**src/rtl/cpu_pkg.sv**
```systemverilog
// Shared CPU-level types and default sizing for the return-address stack.
package cpu_pkg;

    parameter int RAS_ADDR_W = 12;
    parameter int RAS_DEPTH  = 8;

    typedef logic [RAS_ADDR_W-1:0] ret_addr_t;

endpackage

```
**src/rtl/return_addr_stack.sv**
```systemverilog
// Parametrised return-address stack with zero-latency pop, flush and sticky error flags.
// Optional build macro RAS_WRAP_EN: a push while full overwrites the oldest entry.
module return_addr_stack
    import cpu_pkg::*;
#(
    parameter int ADDR_W = RAS_ADDR_W,
    parameter int DEPTH  = RAS_DEPTH
) (
    input  logic                       clk,
    input  logic                       rst,
    input  logic                       push,
    input  logic                       pop,
    input  logic                       flush,
    input  logic [ADDR_W-1:0]          address_in,
    output logic [ADDR_W-1:0]          address_out,
    output logic [$clog2(DEPTH+1)-1:0] count,
    output logic                       empty,
    output logic                       full,
    output logic                       overflow,
    output logic                       underflow
);

    localparam int PTR_W = $clog2(DEPTH);
    localparam int CNT_W = $clog2(DEPTH+1);

    if (DEPTH < 2 || (DEPTH & (DEPTH - 1)) != 0) begin : g_bad_depth
        $error("return_addr_stack: DEPTH must be a power of two >= 2");
    end

`ifdef RAS_WRAP_EN
    localparam bit WRAP = 1'b1;
`else
    localparam bit WRAP = 1'b0;
`endif

    logic [ADDR_W-1:0] mem [DEPTH];
    logic [PTR_W-1:0]  ptr;
    logic [PTR_W-1:0]  top_idx;
    logic [PTR_W-1:0]  wr_idx;
    logic              wr_en;
    logic              replace;

    assign top_idx = ptr - PTR_W'(1);
    assign empty   = (count == '0);
    assign full    = (count == CNT_W'(DEPTH));
    assign replace = push && pop && !empty;

    assign address_out = (pop && !empty) ? mem[top_idx] : '0;

    // Push+pop on a non-empty stack rewrites the current top in place.
    always_comb begin
        wr_en  = 1'b0;
        wr_idx = ptr;
        if (!flush) begin
            if (replace) begin
                wr_en  = 1'b1;
                wr_idx = top_idx;
            end else if (push && (!full || WRAP)) begin
                wr_en = 1'b1;
            end
        end
    end

    always_ff @(posedge clk) begin
        if (wr_en) begin
            mem[wr_idx] <= address_in;
        end
    end

    always_ff @(posedge clk or posedge rst) begin
        if (rst) begin
            ptr       <= '0;
            count     <= '0;
            overflow  <= 1'b0;
            underflow <= 1'b0;
        end else if (flush) begin
            ptr       <= '0;
            count     <= '0;
            overflow  <= 1'b0;
            underflow <= 1'b0;
        end else if (replace) begin
            ptr   <= ptr;
            count <= count;
        end else if (push) begin
            if (!full) begin
                ptr   <= ptr + PTR_W'(1);
                count <= count + CNT_W'(1);
            end else if (WRAP) begin
                ptr <= ptr + PTR_W'(1);
            end else begin
                overflow <= 1'b1;
            end
        end else if (pop) begin
            if (!empty) begin
                ptr   <= top_idx;
                count <= count - CNT_W'(1);
            end else begin
                underflow <= 1'b1;
            end
        end
    end

endmodule
```
**config.mk**
```make
export PLATFORM = sky130hd
export DESIGN_NAME = return_addr_stack
export DESIGN_NICKNAME = d
export VERILOG_FILES = /design/src/rtl/cpu_pkg.sv /design/src/rtl/return_addr_stack.sv
export SDC_FILE = /design/constraint.sdc
export NUM_CORES = 1
export LEC_CHECK = 0
export BUFFER_PORTS_ARGS = -buffer_cell sky130_fd_sc_hd__buf_4
export CAP_MARGIN = 20
export CORE_ASPECT_RATIO = 1.25
export CORE_UTILIZATION = 30
export CTS_CLUSTER_DIAMETER = 100
export DETAILED_ROUTE_END_ITERATION = 10
export PLACE_DENSITY = 0.43
export SETUP_SLACK_MARGIN = 0.02
export SYNTH_ARGS = -nofsm -noshare
export SYNTH_HDL_FRONTEND = slang
export SYNTH_SLANG_ARGS = --single-unit
```
**constraint.sdc**
```tcl
create_clock -name clk -period 3.3 [get_ports clk]
set_input_delay 0.66 -clock clk [delete_from_list [all_inputs] [get_ports clk]]
set_output_delay 0.66 -clock clk [all_outputs]
set_load 0.05 [all_outputs]
```
==> run summary, run 1 <==
Outcome: complete, but fails checks
Violated checks: DRC
Asr flop ratio synth: 8.57%
CTS sink cnt: 105
Final clock skew: 0.00780 ns
Final WL: 9760 um
Final-report setup violation count: 0
Mapped Nets: 290
Area contributors post-synth: edfxtp_1 64%, mux4_2 12%, dfrtp_1 5.0%
Area of the multi-input gates: 1350 um^2
Final Hold Fails: 0
Ant. Diodes: 0
Yosys Warn Count: 0
Root Driver: clkbuf_16
Final core utilization: 37.6%
Crit path required time: 2.64 ns
IO Pins: 37
Synth top area share: 64.2%
Overall power: 5.02 mW
Post-CTS sizing: 0
Crit path max fanout: 24
Final WS setup: 0.317 ns
Crit-path leading delay family: flip-flops
Commonest non-fill, non-tap cell in the layout: edfxtp_1
Power Dens Cells: 919 nW/um^2
Post-synth top area cell: edfxtp_1
Worst path slowest cell: dfrtp_1
Port bufs: 36
Hold Buf Count CTS: 0
Mapped Area: 4490 um^2
Antenna violations before repair: 0
Clk slew on worst S/H paths: 0.07 ns
Maxcap violations: 0
Setup Fix Bufs, Post-CTS: 0
Worst Path Buf+Inv: 3
Worst path arrival time: 2.32 ns
Router iterations before antenna repair: 7
Dpl hpwl: 5950 um
Fill cells: 1340
FP Rows: 49
Cell chain of the critical path: inv_1 > ha_1 > buf_12 > mux4_2 > nand2_1 > a21oi_2 > buf_4
Gpl congestion: 0.703
Vias: 2491
Normalized max-slew margin: 69.2%
Routed len/inst: 19.5 um
Fin. max-slew vios: 0
RSZ-0062 raised after global routing: false
Share of cells above drive strength 1: 36.6%
# DRC: 4
RR Startpoint: ptr[1]
Startpoint Class: flip-flop
Die Y: 139 um
Area grow syn2layout: 21.6%
Crit Path Class: flip-flop to output pin
Worst skew pair latency: 0.35 ns
Hold Crit Class: primary input to async pin
First-pass GRT wire length: 15100 um
CTS tree: yes
Final worst path period share: 90.4%
Sequential cell area: 3110 um^2
Largest net degree at the start of global routing: 25
Slowest stage delay, CP: 0.55 ns
Area of the core: 14500 um^2
Worst slew pin tran: 0.457 ns
CP Capture Type: output pin
Final net count: 339
Maximum vdd drop: 0.439 mV
Critical Path Source: ptr[1]
Seq/Total Area, Yosys: 69.2%
Setup TNS: 0 ns
Clock tree buffer depth: 2
Vias in the first global route: 2525
Minimum clock period: 2.98 ns
Synthesized area per cell: 16.8 um^2
CTS H-tree lvls: 3
GRT Util Overall: 13.5%
Die area: 15500 um^2
Post-synth EDFFs: 96
Initial DRC Count: 129
ANT nets after route: 0
Synth Register Bits: 105
Initial Util: 30.9%
Vias per cell: 4.98
Overflow after GRT: 0
Pleak: 1.86 nW
Most frequent cells in the layout: 96 x edfxtp_1, 53 x buf_4, 35 x nand2_1, 24 x mux4_2
Die width: 111 um
Max Fclk: 335 MHz
Ys flop type: edfxtp_1
Gate count of the mapped netlist: 268
Worst slack, placed: 0.696 ns
CTS Buf Count: 9
Number of distinct library cells after synthesis: 38
==> per-stage QoR <==
step	hold slack (ns)	cell area (um^2)	instances
2_1_floorplan	0.488	4540	268
3_3_place_gp	0.486	5130	484
3_5_place_dp	0.495	5130	484
4_1_cts	0.304	5460	500
5_1_grt	0.331	5460	500
6_report	0.293	5460	500
==> path summary, 6_finish.rpt <==
| kind | end | slack, ns | depth (start not counted) |
|---|---|---|---|
| max | address_out[4] | 0.32 | 7 |
| min | count[2] | 0.29 | 2 |
| max reg2reg | mem[7][6] | 1.00 | 7 |
| min reg2reg | underflow | 0.50 | 2 |
| max in group asynchronous | ptr[0] | 2.70 | 2 |
| min in group clk | underflow | 0.50 | 2 |
==> Yosys cell counts, types with 4 or more instances <==
cell type and count:
edfxtp_1 96, nand2_1 35, mux4_2 24, a21oi_1 13
nor2_1 12, dfrtp_1 9, inv_1 8, clkbuf_1 7
xnor2_1 6, buf_2 5, ha_1 4, mux2i_1 4
nor3_1 4, o22ai_1 4, o32ai_1 4
==> per-layer routing <==
layer | vias up | part of all wire [%] | GRT usage (%)
li1 | 1146 | - | -
met1 | 1282 | 46 | 17.8
met2 | 49 | 49 | 21.8
met3 | 14 | 3.0 | 2.14
met4 | 0 | 2.2 | 6.54
met5 | - | 0 | 0
==> kinds of logic after synthesis <==
logic type / count (synthesis) / share of synthesized area (%)
xor gates and xnor gates: 7 / 1.37
muxes: 30 / 13.7
AOI/OAI and AO/OA: 33 / 5.27
adders and majority gates: 5 / 1.56
buffers and inverters: 24 / 2.56
DFF: 105 / 69.2
and+or+nand+nor: 64 / 6.35
==> flip-flops by register name, summed over array words and instances (netlist names) <==
signal	count
underflow	1
overflow	1
mem	96
count	4
ptr	3
==> report_power, final <==
part           internal (mW)  switching (mW)
clock network          0.681           0.499
logic                  0.807            1.32
registers               1.60           0.104
total                   3.09            1.93
==> area by class of cell <==
cell class	instances	area share, %
repair buffers	54	7.65
clock inverters	7	1.99
inverters	8	0.550
flip-flops and latches	105	56.9
clock buffers	9	4.12
well taps	178	4.08
multi-input cells	139	24.7
No activity file was read; power rests on OpenSTA's default activity.
==> run 2, diff against run 1 <==
Settings changed: CORE_ASPECT_RATIO 1.25 to unset, GPL_TIMING_DRIVEN set to 0.
==> run summary, run 2 (synthesis results as in run 1) <==
Antenna violations before repair: 0
Worst path arrival time: 2.51 ns
Worst path slowest cell: dfrtp_1
Root Driver: clkbuf_16
First-pass GRT wire length: 15800 um
Gpl congestion: 0.739
Clk slew on worst S/H paths: 0.07 ns
Initial Util: 30.8%
CTS H-tree lvls: 3
Ant. Diodes: 0
Outcome: completed
Overflow after GRT: 0
Overall power: 5.21 mW
Worst skew pair latency: 0.34 ns
Final clock skew: 0.00678 ns
CP endpoint: address_out[6]
FP Rows: 44
RR Startpoint: ptr[0]
# DRC: 0
Worst Path Buf+Inv: 6
ANT nets after route: 0
Commonest non-fill, non-tap cell in the layout: edfxtp_1
Setup TNS: 0 ns
Crit path max fanout: 10
CTS Buf Count: 9
Cell chain of the critical path: buf_12 > buf_8 > inv_1 > ha_2 > buf_8 > clkbuf_16 > mux4_2 > nand2_1 > a21oi_2 > buf_4
Final core utilization: 38.4%
Die area: 15500 um^2
Maxcap violations: 0
CTS sink cnt: 105
CP Capture Type: output pin
Max reg flops: 96
Fin cells: 511
Die Y: 124 um
Crit-path leading delay family: buffers and inverters
Final WL: 9950 um
GRT Util Overall: 13.9%
Vias per cell: 4.85
Minimum clock period: 3.17 ns
Area grow syn2layout: 24.8%
Largest registers: mem x96, count x4, ptr x3
Hold slack: 0.296 ns
Critical R2R Capture: mem[6][7]
Slowest stage delay, CP: 0.41 ns
Port bufs: 36
Vias: 2476
CTS tree: yes
Area of the core: 14600 um^2
Die width: 124 um
Maximum vdd drop: 0.356 mV
Normalized max-slew margin: 38.1%
Hold Crit Class: primary input to async pin
Dpl cells: 493
Worst R2R Path Depth: 8
Initial DRC Count: 139
CP most frequent cell: buf_8
Critical Path Stages: 10
Power Dens Cells: 930 nW/um^2
Dpl hpwl: 6660 um
Most frequent cells in the layout: 96 x edfxtp_1, 41 x buf_4, 35 x nand2_1, 24 x mux4_2
Largest net degree at the start of global routing: 17
Vias in the first global route: 2602
Crit path required time: 2.64 ns
Worst slew pin tran: 0.929 ns
Startpoint Class: flip-flop
RSZ-0062 raised after global routing: false
IO Pins: 37
Final-report setup violation count: 0
Pleak: 1.89 nW
Biggest register: mem
Clock tree buffer depth: 2
Critical Path Source: ptr[0]
Final net count: 344
Final Hold Fails: 0
Max Fclk: 316 MHz
Hold Buf Count CTS: 0
Final worst path period share: 95.9%
Reg2Reg Setup Slack: 0.42 ns
Routed len/inst: 19.5 um
Router iterations before antenna repair: 4
Share of cells above drive strength 1: 37.6%
Fin. max-slew vios: 0
Crit Path Class: flip-flop to output pin
run 2: cell count changes in the layout (fill, tap and decap cells not counted), sizes merged:
| cell | delta |
|---|---|
| inv | -3 |
| buf | -2 |
| clkbuf | +9 |
| clkinvlp | +1 |
run 2: what timing repair did:
action,4_1_cts,5_1_grt
endpoints found under the setup margin,90,12
gates cloned,0,0
buffers inserted,0,2
gates resized for setup,24,6
hold endpoints to repair,0,0
run 2: how the worst min path moves through the flow:
stage | end | startpoint | slack (ns) | cells past startpoint
floorplan | count[0] | rst | 0.49 | 1
global placement | overflow | overflow | 0.49 | 2
detailed placement | overflow | overflow | 0.50 | 2
CTS | count[0] | rst | 0.30 | 2
global route | count[0] | rst | 0.33 | 2
finish | count[0] | rst | 0.30 | 2
run 2: final cells by class:
cell class                 count  area [um^2]
sequential                   105         3110
clock inverter                 5         80.1
multi-input combinational    139         1410
timing repair buffer          43          338
inverter                       8         30.0
buffer                        16          179
fill                        1345         8980
tap                          184          230
clock buffer                  11          233
run 2: power by group:
group / switching [mW] / leakage (nW) / internal (mW)
Clock: 0.467 / 0.147 / 0.665
Combinational: 1.44 / 0.759 / 0.968
Sequential: 0.0632 / 0.987 / 1.60
run 2: per-layer routing:
layer  track usage (%)  vias up  wire length [um]
met5                 0        -                 0
met2              21.3       35              4590
met4              5.32        0               136
met3              2.53        9               247
met1              19.7     1278              4980
li1                  -     1154                 -
run 2: stage by stage:
| step | instance area (um^2) | setup WS, ns |
|---|---|---|
| 6_report | 5610 | 0.134 |
| 5_1_grt | 5610 | 0.0387 |
| 4_1_cts | 5560 | 0.0376 |
| 3_5_place_dp | 5140 | -0.455 |
| 3_3_place_gp | 5040 | -0.932 |
| 2_1_floorplan | 4540 | 0.173 |
